$ cat config.mk
export PLATFORM = sky130hd
export DESIGN_NAME = arb4_rr
export DESIGN_NICKNAME = d
export VERILOG_FILES = /design/src/rtl/arb4_rr_pkg.sv /design/src/rtl/arb4_rr_mux2.sv /design/src/rtl/arb4_rr.sv
export SDC_FILE = /design/constraint.sdc
export NUM_CORES = 1
export LEC_CHECK = 0
export ABC_AREA = 1
export BUFFER_PORTS_ARGS = -buffer_cell sky130_fd_sc_hd__buf_2
export CELL_PAD_IN_SITES_DETAIL_PLACEMENT = 2
export CELL_PAD_IN_SITES_GLOBAL_PLACEMENT = 2
export CORE_MARGIN = 1.5
export CORE_UTILIZATION = 23
export CTS_CLUSTER_SIZE = 14
export DETAILED_ROUTE_END_ITERATION = 7
export HOLD_SLACK_MARGIN = 0.1
export PLACE_DENSITY = 0.88
export SETUP_SLACK_MARGIN = 0.3
export SKIP_CTS_REPAIR_TIMING = 1
export SLEW_MARGIN = 5
export SYNTH_ARGS = -nofsm -noshare
export SYNTH_HDL_FRONTEND = slang
export SYNTH_SLANG_ARGS = --single-unit
export TNS_END_PERCENT = 20
$ cat constraint.sdc
create_clock -name clk_in -period 3.7 [get_ports clk_in]
set_clock_uncertainty 0.15 [all_clocks]
set_input_delay 0.37 -clock clk_in [delete_from_list [all_inputs] [get_ports clk_in]]
set_output_delay 0.37 -clock clk_in [all_outputs]
set_load 0.1 [all_outputs]
$ cat src/rtl/arb4_rr_pkg.sv
// arb4_rr_pkg: shared definitions for the four-channel round-robin arbiter.
//   SEL_A..SEL_D : 2-bit select codes (0=A .. 3=D), also used by Mux2 consumers
//   PTR_RST      : last-grant pointer value after reset (A gets first priority)
//   state_e      : output-stage state, IDLE (no word held) / HOLD (word held)
package arb4_rr_pkg;

   localparam logic [1:0] SEL_A   = 2'd0;
   localparam logic [1:0] SEL_B   = 2'd1;
   localparam logic [1:0] SEL_C   = 2'd2;
   localparam logic [1:0] SEL_D   = 2'd3;

   localparam logic [1:0] PTR_RST = SEL_D;

   typedef enum logic {
      ST_IDLE = 1'b0,
      ST_HOLD = 1'b1
   } state_e;

endpackage

$ cat src/rtl/arb4_rr_mux2.sv
// Mux2: two-level 4:1 word select.
//   a_in..d_in : WIDTH-bit candidate words
//   s_in       : select code (SEL_A..SEL_D)
//   y_out      : selected word
// The first level picks within {A,B} and {C,D} on s_in[0]; the second level
// picks between the pairs on s_in[1].
module Mux2
   import arb4_rr_pkg::*;
#(
   parameter int WIDTH = 8
) (
   input  logic [WIDTH-1:0] a_in,
   input  logic [WIDTH-1:0] b_in,
   input  logic [WIDTH-1:0] c_in,
   input  logic [WIDTH-1:0] d_in,
   input  logic [1:0]       s_in,
   output logic [WIDTH-1:0] y_out
);

   logic [WIDTH-1:0] lo_y;
   logic [WIDTH-1:0] hi_y;

   always_comb begin
      lo_y  = (s_in[0] == SEL_B[0]) ? b_in : a_in;
      hi_y  = (s_in[0] == SEL_D[0]) ? d_in : c_in;
      y_out = (s_in[1] == SEL_C[1]) ? hi_y : lo_y;
   end

endmodule

$ cat src/rtl/arb4_rr.sv
// arb4_rr: four-channel round-robin arbiter with a registered single-entry
// output stage.
//   clk_in, rst_in       : clock, asynchronous active-high reset
//   req_in[3:0]          : per-channel request (bit 0 = A .. bit 3 = D)
//   a_in..d_in           : channel data words
//   ack_out[3:0]         : one-hot accept pulse, high in the capture cycle
//   valid_out / ready_in : output handshake; a word transfers on a rising edge
//                          where both are 1. valid_out only depends on state,
//                          and a new word may be captured in the same cycle the
//                          held one transfers out (full rate, no bubble).
//   data_out, s_out      : registered captured word and its select code
module arb4_rr
   import arb4_rr_pkg::*;
#(
   parameter int WIDTH = 8
) (
   input  logic             clk_in,
   input  logic             rst_in,
   input  logic [3:0]       req_in,
   input  logic [WIDTH-1:0] a_in,
   input  logic [WIDTH-1:0] b_in,
   input  logic [WIDTH-1:0] c_in,
   input  logic [WIDTH-1:0] d_in,
   output logic [3:0]       ack_out,
   output logic             valid_out,
   input  logic             ready_in,
   output logic [WIDTH-1:0] data_out,
   output logic [1:0]       s_out
);

   state_e           state_q, state_d;
   logic [1:0]       ptr_q, ptr_d;
   logic [WIDTH-1:0] data_q, data_d;
   logic [1:0]       s_q, s_d;

   logic [1:0]       grant;
   logic             cap;
   logic [WIDTH-1:0] mux_y;

   // Rotate requests so the channel after ptr sits at bit 0, take the lowest
   // set bit, then rotate the index back into channel numbering.
   function automatic logic [1:0] rr_grant(input logic [3:0] req,
                                           input logic [1:0] ptr);
      logic [3:0] rot;
      logic [1:0] k;
      for (int i = 0; i < 4; i++) begin
         rot[i] = req[ptr + 2'(i) + 2'd1];
      end
      k = 2'd0;
      for (int i = 3; i >= 0; i--) begin
         if (rot[i]) begin
            k = 2'(i);
         end
      end
      return ptr + k + 2'd1;
   endfunction

   Mux2 #(.WIDTH(WIDTH)) u_mux (
      .a_in  (a_in),
      .b_in  (b_in),
      .c_in  (c_in),
      .d_in  (d_in),
      .s_in  (grant),
      .y_out (mux_y)
   );

   always_comb begin
      state_d = state_q;
      ptr_d   = ptr_q;
      data_d  = data_q;
      s_d     = s_q;
      ack_out = 4'b0000;

      grant = rr_grant(req_in, ptr_q);
      // Held low during reset so no upstream word is acked and then dropped.
      cap   = (|req_in) && ((state_q == ST_IDLE) || ready_in) && !rst_in;

      if (cap) begin
         state_d = ST_HOLD;
         ptr_d   = grant;
         data_d  = mux_y;
         s_d     = grant;
         ack_out = 4'b0001 << grant;
      end else if ((state_q == ST_HOLD) && ready_in) begin
         state_d = ST_IDLE;
      end
   end

   always_ff @(posedge clk_in or posedge rst_in) begin
      if (rst_in) begin
         state_q <= ST_IDLE;
         ptr_q   <= PTR_RST;
         data_q  <= '0;
         s_q     <= SEL_A;
      end else begin
         state_q <= state_d;
         ptr_q   <= ptr_d;
         data_q  <= data_d;
         s_q     <= s_d;
      end
   end

   assign valid_out = (state_q == ST_HOLD);
   assign data_out  = data_q;
   assign s_out     = s_q;

endmodule

==> After elaboration in Yosys (flattened, before gate mapping) <==
Cells that the tools add are included.
Widths: inputs -> output; s select.
{ "op_classes": {"addsub": 8, "multipliers": 0, "n_div": 0, "n_lt_le_gt_ge": 4, "eq_ne": 0, "n_shift": 1, "muxes": 18, "bitwise": 1, "n_reduce_logical": 7} }
{ "op_table": {"columns": ["op", "count"], "rows": [
  ["$mux 8", 3],
  ["$lt 2x3->1 const B", 4],
  ["$add 2x1->2 const B", 5],
  ["$bmux 1 s2", 4],
  ["$mux 2", 4],
  ["$mux 1", 6],
  ["$add 2x2->2 const B", 2],
  ["$mux 4", 1],
  ["$reduce_or 4->1", 1],
  ["$shl 1x2->4 const A", 1],
  ["$logic_and 1x1->1", 3],
  ["$add 2x2->2", 1],
  ["$reduce_bool 2->1", 1],
  ["$logic_not 1->1", 1],
  ["$logic_or 1x1->1", 1],
  ["$not 1->1", 1]
]} }
{ "totals": {"regBits": 13, "latch_bits": 0, "mem_bits_rw": 0, "romBits": 0, "word_cells": 43, "memories": 0} }

==> Logic depth before layout (Yosys ltp) <==
Gate-level depths: netlist (run 1).
{ "logic_depth": {"depth_word": 12, "mapped_depth": 16, "ltp_nobuf": 15} }

==> Modules after synthesis <==
From an unflattened synthesis (run 1), not the netlist that was laid out.
{ "unflattened": {"cells_unflattened": 213, "hier_area_um2": 1256.2} }
{ "by_module_without_submodules": {"columns": ["mod", "instances", "cells_per_inst", "area_each_um2", "seq_area_each_um2"], "rows": [
  ["arb4_rr", 1, 119, 860.8, 327.8],
  ["Mux2", 1, 94, 395.4, 0.0]
]} }

==> Worst setup path before layout (run 1) <==
OpenSTA, ideal clock, no wires.
{ "synth_path": {"path_type": "register to output", "start": "register ptr_q[0]", "end": "output port ack_out[0]", "t_arrival_ps": 3385, "slack_ps": -205, "path_stages_with_launch": 16, "path_buffers": 3, "path_cell_list": "dfstp_2 -> buf_6 -> inv_6 -> nand2_1 -> nand2_1 -> nand2_1 -> nand2_1 -> a21oi_1 -> o21bai_1 -> ha_1 -> buf_2 -> clkinv_1 -> clkbuf_1 -> nor2_1 -> inv_1 -> nor2_1"} }
{ "synth_between": {"elab_chain_cells": 12, "elab_cells_between_ends": 22} }
{ "synth_rtl": {"columns": ["element", "line", "source"], "rows": [
  ["from (decl)", "arb4_rr.sv:32", "logic [1:0] ptr_q, ptr_d;"],
  ["from (signal assigned)", "arb4_rr.sv:97", "ptr_q <= ptr_d;"],
  ["$add 2x2->2", "arb4_rr.sv:47", "rot[i] = req[ptr + 2'(i) + 2'd1];"],
  ["$add 2x1->2", "arb4_rr.sv:47", null],
  ["$bmux 1 s2", "arb4_rr.sv:47", null],
  ["$mux 1 (implied by the code)", "arb4_rr.sv:47", null],
  ["$mux 2 (4 in a row)", "arb4_rr.sv:51", "if (rot[i]) begin"],
  ["$add 2x2->2 *", "arb4_rr.sv:55", "return ptr + k + 2'd1;"],
  ["$add 2x1->2 *", "arb4_rr.sv:55", null],
  ["$shl 1x2->4 *", "arb4_rr.sv:83", "ack_out = 4'b0001 << grant;"],
  ["$mux 4 *", "arb4_rr.sv:78", "if (cap) begin"],
  ["to (decl)", "arb4_rr.sv:24", "output logic [3:0] ack_out,"]
]} }
Mark *: on every way between the ends. The rest lies on a longest branch, timed or not. The select of a mux whose other input is x is not followed.

==> Worst setup path in the final report (run 1) <==
{ "layout_path": {"start": "register ptr_q[0]", "end": "output port ack_out[1]"} }
The elaborated chain is that of the path after synthesis.

==> flow_summary.yaml, run 1 <==
floorplan:
  dieArea_mm2: 0.005382
  die_h_um: 73.36
  rows: 25
  die_w_um: 73.36
  ios: 54
  initial_core_util_pct: 23.95
  core_mm2: 0.004755
layout:
  stdcell_count: 305
  final_nets: 280
  fillerInstances: 605
  syn2layout_area_growth_pct: 48.68
  antenna_cells: 0
  drive_gt1_share_pct: 38.66
cts:
  numCtsBuffers: 3
  clk_path_buf_depth: 2
  htree_levels: 1
  clkLatencyLatePin_ns: 0.25
  clkSinkCount: 13
  root_buffer: "clkbuf_8"
  cts_tree: "built"
  path_clk_slew_ns: 0.06
yosys:
  syn_nets: 217
  postSynthCellCount: 176
  synth_area_leaders: "nand2_1 30%, dfrtp_1 24%, nand3_1 7.9%"
  avgSynthCellArea_um2: 6.469
  synth_seq_cells: 13
  synthDistinctLibCells: 27
  synth.largest_area_cell: "nand2_1"
  yosysSeqAreaShare_pct: 28.79
  netlist_area_mm2: 0.001139
  synthDominantCellAreaShare_pct: 29.67
  yosysWarnings: 0
critical_path:
  crit_type: "reg -> out"
  startpoint_type: "flip-flop"
  cp_data_arrival_time_ns: 2.80
  cp_max_fo: 11
  crit_top_cell: "nand2_1"
  crit_required_ns: 3.18
  critPathMaxStageDelay_ns: 0.61
  crit_path_top_delay_cell: "dfstp_2"
  endpoint_kind: "output pin"
  crit_chain: "inv_6 > nand2_1 > nand2_1 > nand2_1 > nand2_1 > a21oi_1 > o21bai_1 > ha_2 > xnor2_2 > nand3_4 > nand2_8 > inv_6 > nor3_4 > buf_12"
global_routing:
  grt_max_degree: 20
  grt_pass1_vias: 1462
  gr-total-overflow: 0
  grtUsageTotal_pct: 17.02
  antenna_found_initial: 0
  grt_pass1_wl_mm: 6.913
timing:
  post-route-period-util_pct: 89.81
  slew_headroom_pct: 65.83
  rsz0062_at_grt: "yes"
  worst_pin_slew_ns: 0.5120
  tns_ns: 0
  setup_viol: 0
  finalHoldViolCount: 0
  fmax_mhz: 300.9
  final.min_clock_period_ns: 3.323
  drv_slew: 0
routing:
  drt_iter0_drc: 32
  drc: 0
  antenna_left: 0
  wl_per_cell_um: 15.20
  via_per_inst: 4.557
  vias: 1390
  drt-total-wl_mm: 4.635
  dr.pass1.iters: 2
outcome:
  outcome: "finished clean"
hold_path:
  hold_class: "in -> reg"
place:
  gp_congestion: 0.7938
  dp_cells: 293
  port_buffers: 53
  dp_hpwl_mm: 3.501
flow_run:
  max_cap_violations: 0
-- cell usage after synthesis --
library cell / count
nand2_1: 90
o21bai_1: 1
nand2_4: 2
o21ai_0: 1
nor2_2: 1
ha_1: 2
inv_2: 1
inv_1: 9
a21oi_1: 2
nand4_1: 9
nand3_1: 18
o21a_1: 1
dfstp_2: 2
nand3_4: 1
o21ai_2: 1
nor3_2: 1
nor2_1: 5
buf_6: 2
nand2_8: 2
nand2_2: 4
clkbuf_1: 3
inv_6: 2
xnor2_1: 1
dfrtp_1: 11
nor2_4: 1
clkinv_1: 1
buf_2: 2
-- area by class of cell --
class	instances	area, µm²	share of cell area, %
Timing Repair Buffer	65	430.4	25.43
Inverter	13	58.81	3.474
Multi-Input combinational cell	143	747.0	44.12
Sequential cell	13	327.8	19.36
Tap cell	67	83.83	4.952
Clock buffer	4	45.04	2.661
-- critical path: cells and delay by family (launching register included) --
family,cells,cell delay [ns]
adder cells (fa/ha/maj),1,0.20
XOR/XNOR,1,0.26
flip-flops,1,0.61
buffers and inverters,3,0.33
AO/OA/AOI/OAI,2,0.31
AND/OR/NAND/NOR,7,0.83
-- final timing paths --
check / startpoint / to / slack [ns] / cells after the start
setup / recovery: ptr_q[0] / ack_out[1] / 0.38 / 14
hold reg to reg: s_out[1] / s_out[1] / 0.33 / 2
max in group asynchronous: rst_in / ptr_q[0] / 2.64 / 4
min in group asynchronous: rst_in / data_out[0] / 0.52 / 4
hold / removal: ready_in / valid_out / 0.19 / 2
setup reg to reg: ptr_q[0] / data_out[3] / 0.90 / 16
-- through the flow --
stage / setup WS [ns] / hold slack, ns / instance area (µm²) / utilization [%]
detailed placement: 0.3606 / 0.2323 / 1530 / 32.18
floorplan: 0.2378 / 0.1037 / 1150 / -
global placement: 0.5114 / 0.2285 / 1530 / 32.18
global route: 0.1842 / 0.2115 / 1693 / 35.61
CTS: 0.07743 / -0.03348 / 1575 / 33.13
finish: 0.3770 / 0.1901 / 1693 / 35.61
-- cells in the final DEF (no fill, tap or decap) --
master / n
buf_2: 49
dfrtp_1: 11
nand2_4: 2
clkinv_1: 1
buf_4: 10
o21a_1: 1
nand2_1: 90
dlygate4sd3_1: 1
inv_2: 3
nor3_4: 1
clkbuf_1: 1
nor2_1: 2
o21ai_2: 1
ha_2: 1
o21bai_1: 1
nand2_8: 2
dfstp_2: 2
nand2_2: 4
xnor2_2: 1
nor2_4: 4
clkbuf_8: 3
a21oi_1: 2
ha_1: 1
buf_12: 5
inv_1: 7
inv_6: 2
nand3_1: 18
o21ai_0: 1
nand4_1: 9
nor2_2: 1
nand3_4: 1
-- registers in the layout, indices dropped and copies added, names as in the netlist --
name       count
data_out       8
s_out          2
ptr_q          2
valid_out      1
-- kinds of logic (layout without fill, tap and decap cells) --
group,count (synthesis),after routing,synth area share (%)
fa+ha+maj,2,2,2.197
compound gates,6,6,3.407
buf+inv,20,82,9.010
simple gates,134,134,55.82
xor+xnor,1,1,0.7694
flops,13,13,28.79
-- routing by layer --
metal,up-vias,track usage (%),wire length [µm],share of wire [%]
met5,-,0,0,0
met3,9,3.978,233,5.0
met2,43,32.83,2405,52
met4,0,4.115,104,2.2
li1,685,-,-,-
met1,653,18.54,1891,41
Power of run 1 is left out: the tool's default activity adds up to more than one toggle a clock period on the data nets, which glitch-free logic cannot reach.
==> inputs of run 2 (changes only) <==
Settings changed: GPL_TIMING_DRIVEN from default to 0, SYNTH_HIERARCHICAL from default to 1.
==> run 2 against run 1 <==
Critical path depth decreased by 3. Global-route usage decreased by 2.2 points. Routed wire length decreased by 9.9%. Critical endpoint is now ack_out[0].
==> flow_summary.yaml, run 2 <==
layout:
  final_nets: 313
  drive_gt1_share_pct: 31.73
  fillerInstances: 678
  syn2layout_area_growth_pct: 32.47
  final_cell_mix: "97 x nand2_1, 56 x buf_2, 44 x inv_1, 18 x nand3_1, 11 x dfrtp_1"
  layout_commonest_cell: "nand2_1"
  largest_register_ffs: 8
  antenna_cells: 0
critical_path:
  cp_num_buf_inv: 2
  crit_path_top_delay_cell: "dfstp_2"
  critPathMaxStageDelay_ns: 0.54
  startpoint_type: "flip-flop"
  crit_type: "reg -> out"
  startpoint: "ptr_q[0]"
  cp_max_fo: 10
  crit_family: "buffers and inverters"
  endpoint_kind: "output pin"
  crit_required_ns: 3.18
  r2r-start: "ptr_q[0]"
  cp_data_arrival_time_ns: 2.64
  crit_chain: "buf_6 > nand2_1 > nand2_2 > nand2_1 > a21oi_1 > o21bai_1 > ha_1 > xnor2_1 > nand3_2 > a21oi_1 > buf_2"
yosys:
  synth_compound_area_share_pct: 2.988
  postSynthCellCount: 213
  synthXorXnorAreaFrac_pct: 0.6972
  synth.mux.area_fraction_pct: 0
  netlist_area_mm2: 0.001256
  synth_edf_count: 0
  yosysWarnings: 6
  synthDistinctLibCells: 22
  synthFlopType: "dfrtp_1"
  syn_nets: 254
  synthDominantCellAreaShare_pct: 28.98
  synthArstFlopShare_pct: 100.0
  avgSynthCellArea_um2: 5.898
  synthTopCellsByCount: "97 x nand2_1, 44 x inv_1, 18 x nand3_1, 11 x dfrtp_1, 9 x nand2_2"
  synth-simple-area-share_pct: 48.41
  yosys.area_share.adder_pct: 1.992
  synth_seq_cells: 13
  yosysSeqAreaShare_pct: 26.10
  synth_top_family_by_area: "simple AND/OR/NAND/NOR gates"
  synth_area_leaders: "nand2_1 29%, dfrtp_1 22%, inv_1 13%"
  synth.largest_area_cell: "nand2_1"
  synth.most_common_cell: "nand2_1"
routing:
  antenna_left: 0
  wl_per_cell_um: 12.24
  drc: 0
  via_per_inst: 4.296
  drt_iter0_drc: 25
  top_layer_used: "met3"
  vias: 1465
  wl_met1_mm: 1.776
  wl_met2_mm: 2.274
  dr.pass1.iters: 4
  dr_wl_met3_um: 123
  drt-total-wl_mm: 4.174
timing:
  fmax_mhz: 316.2
  drv_slew: 0
  setup_viol: 0
  slew_headroom_pct: 64.49
  tns_ns: 0
  post-route-period-util_pct: 85.46
  rsz0062_at_grt: "no"
  finalHoldViolCount: 0
  worst_pin_slew_ns: 0.5321
  final.min_clock_period_ns: 3.162
cts:
  clkSinkCount: 13
  clk_path_buf_depth: 2
  path_clk_slew_ns: 0.06
  cts_tree: "built"
  htree_levels: 1
  numCtsBuffers: 3
  root_buffer: "clkbuf_8"
  clkLatencyLatePin_ns: 0.24
global_routing:
  antenna_found_initial: 0
  grt_max_degree: 15
  gr-total-overflow: 0
  grt_pass1_vias: 1573
  grtUsageTotal_pct: 14.85
  grt_pass1_wl_mm: 7.196
place:
  gp_congestion: 0.7736
  dp_hpwl_mm: 3.589
  port_buffers: 53
floorplan:
  die_h_um: 76.91
  die_w_um: 76.91
  dieArea_mm2: 0.005914
  rows: 26
  initial_core_util_pct: 24.29
  core_mm2: 0.005172
  ios: 54
hold_path:
  hold_path.startpoint: "ready_in"
  hold_class: "in -> reg"
outcome:
  outcome: "finished clean"
flow_run:
  max_cap_violations: 0
## run 2: cell types whose count changed after synthesis, sizes merged, moves of 2 or more
cell	previous run	this run
nor2	7	4
nand3	19	22
nand2	98	108
clkbuf	3	0
nand4	9	1
inv	12	47
buf	4	8
o21ai	2	0
## run 2: worst min-delay path, stage by stage
cell and delay, ns:
buf_2 0.07, nor2_1 0.03, inv_1 0.08, nand2_1 0.07
## run 2: final cells by class
class                           instances  area, µm²  share of cell area, %
Timing Repair Buffer                   54      275.3                  16.54
Clock buffer                            4      45.04                  2.707
Buffer                                  8      67.56                  4.060
Tap cell                               70      87.58                  5.263
Inverter                               47      181.4                  10.90
Sequential cell                        13      327.8                  19.70
Multi-Input combinational cell        145      679.4                  40.83
## run 2: metal layers
metal,up-vias,track usage (%)
met5,-,0
li1,734,-
met4,0,0.5556
met1,704,17.94
met2,27,29.29
met3,0,1.429
## run 2: through the flow
stage / hold slack, ns / utilization, % / setup WS, ns / instance area [µm²] / std cells
6_report: 0.2860 / 32.17 / 0.5378 / 1664 / 341
3_5_place_dp: 0.2888 / 31.11 / 0.7755 / 1609 / 336
4_1_cts: 0.03216 / 31.98 / 0.5117 / 1654 / 340
3_3_place_gp: 0.2760 / 31.11 / 0.8831 / 1609 / 336
5_1_grt: 0.3205 / 32.17 / 0.3266 / 1664 / 341
2_1_floorplan: 0.1039 / - / 0.08348 / 1256 / 213
## run 2: final timing paths
kind | cells past startpoint | to | slack (ns)
setup / recovery | 11 | ack_out[0] | 0.54
hold / removal | 4 | valid_out | 0.29
setup reg to reg | 18 | data_out[3] | 0.80
hold reg to reg | 2 | data_out[0] | 0.32
max in group asynchronous | 3 | ptr_q[0] | 2.47
min in group asynchronous | 3 | data_out[7] | 0.57
## run 2: kinds of logic (layout without fill, tap and decap cells)
family / Yosys count / after routing
AO/OA/AOI/OAI: 6 / 6
flip-flops: 13 / 13
XOR/XNOR: 1 / 1
buffers and inverters: 55 / 113
AND/OR/NAND/NOR: 136 / 136
adder cells (fa/ha/maj): 2 / 2
Power of run 2 is left out for the same reason.
==> inputs of run 3 (changes only) <==
Settings changed: CORE_UTILIZATION 23 to 25, PLACE_DENSITY 0.88 to 0.94.
Clock period 3.7 ns to 4 ns, I/O delays scaled along.
==> run 3 against run 2 <==
Global-route usage increased by 1.1 points. Cell area decreased by 0.23%. Via count is 3.3% lower. Core utilization up 2.5 points. Routed wire length down 4.7%. Setup slack gained 0.31 ns.
==> flow_summary.yaml, run 3 (same netlist as run 2, synthesis figures left out) <==
outcome:
  outcome: "finished clean"
timing:
  rsz0062_at_grt: "no"
  final.min_clock_period_ns: 3.152
  finalHoldViolCount: 0
  slew_headroom_pct: 67.02
  setup_viol: 0
  post-route-period-util_pct: 78.79
  worst_pin_slew_ns: 0.4941
  layout_setup_ws_ns: 0.8482
  tns_ns: 0
  drv_slew: 0
  fmax_mhz: 317.3
critical_path:
  r2r_cells: 19
  crit_type: "in -> out"
  endpoint_kind: "output pin"
  cp_max_fo: 14
  r2r_slack_ns: 1.11
  rr_endpoint: "data_out[3]"
  r2r-start: "ptr_q[1]"
  cp_data_arrival_time_ns: 2.60
  crit_required_ns: 3.45
  startpoint_type: "input port"
place:
  dp_slack_ns: 1.076
  dp_hpwl_mm: 3.319
  placed_area_mm2: 0.001605
  port_buffers: 53
  gp_congestion: 0.7784
  dp_cells: 333
layout:
  fillerInstances: 612
  stdcell_count: 338
  layout_commonest_cell: "nand2_1"
  design_area_mm2: 0.001660
  drive_gt1_share_pct: 31.73
  antenna_cells: 0
  largest_register_ffs: 8
  final_cell_mix: "97 x nand2_1, 56 x buf_2, 44 x inv_1, 18 x nand3_1, 11 x dfrtp_1"
  final_nets: 313
  syn2layout_area_growth_pct: 32.17
cts:
  numCtsBuffers: 3
  htree_levels: 1
  path_clk_slew_ns: 0.05
  clkSinkCount: 13
  clk_path_buf_depth: 2
  root_buffer: "clkbuf_8"
  clkLatencyLatePin_ns: 0.24
  cts_tree: "built"
global_routing:
  gr-total-overflow: 0
  grt_pass1_wl_mm: 6.706
  antenna_found_initial: 0
  grt_max_degree: 15
  grt_pass1_vias: 1493
  grtUsageTotal_pct: 15.90
routing:
  wl_met2_mm: 2.073
  drt_iter0_drc: 20
  dr.pass1.iters: 3
  antenna_left: 0
  wl_met1_mm: 1.749
  drt-total-wl_mm: 3.978
  via_per_inst: 4.192
  drc: 0
  wl_per_cell_um: 11.77
  dr_wl_met3_um: 114
  vias: 1417
  top_layer_used: "met4"
floorplan:
  initial_core_util_pct: 26.25
  dieArea_mm2: 0.005459
  core_mm2: 0.004786
  ios: 54
  die_h_um: 73.89
  rows: 25
  die_w_um: 73.89
hold_path:
  holdPathStages: 4
  hold_class: "in -> reg"
  min_to: "valid_out"
  hold_path.startpoint: "ready_in"
flow_run:
  max_cap_violations: 0
run 3: cell counts in the layout (fill, tap and decap cells not counted):
Identical to the previous run, type by type.
run 3: cell type report:
| cell class | instances | area (µm²) | share of cell area (%) |
|---|---|---|---|
| plain buffers | 8 | 67.56 | 4.069 |
| multi-input cells | 145 | 679.4 | 40.92 |
| well taps | 67 | 83.83 | 5.049 |
| inverters | 47 | 181.4 | 10.93 |
| flip-flops and latches | 13 | 327.8 | 19.74 |
| repair buffers | 54 | 275.3 | 16.58 |
| clock buffers | 4 | 45.04 | 2.713 |
run 3: per-stage QoR:
stage	utilization [%]	hold WS [ns]
final	34.69	0.2810
after global routing	34.69	0.3303
after CTS	34.48	0.04451
after detailed placement	33.54	0.2998
after global placement	33.54	0.2981
after floorplan	-	0.1339
run 3: how the worst max path moves through the flow:
stage                     slack, ns  cells after the start     start         end
after floorplan                0.35                     11  ptr_q[1]  ack_out[0]
after global placement         1.13                     14  ptr_q[1]  ack_out[3]
after detailed placement       1.08                     14  ptr_q[1]  ack_out[2]
after CTS                      0.81                     14  ptr_q[1]  ack_out[2]
after global routing           0.60                     13  ptr_q[0]  ack_out[2]
final                          0.85                      7    rst_in  ack_out[1]
run 3: critical path, cell delays in order:
cell           delay (ns)
dlygate4sd3_1        0.52
buf_2                0.12
inv_1                0.36
nand3_1              0.29
or2_2                0.36
a21oi_1              0.11
buf_2                0.44
run 3: routing by layer:
layer / global-route usage [%] / vias to the layer above
met5: 0 / -
met4: 3.704 / 0
met3: 1.372 / 5
met2: 29.83 / 35
met1: 19.38 / 640
li1: - / 737
Power of run 3 is left out for the same reason.
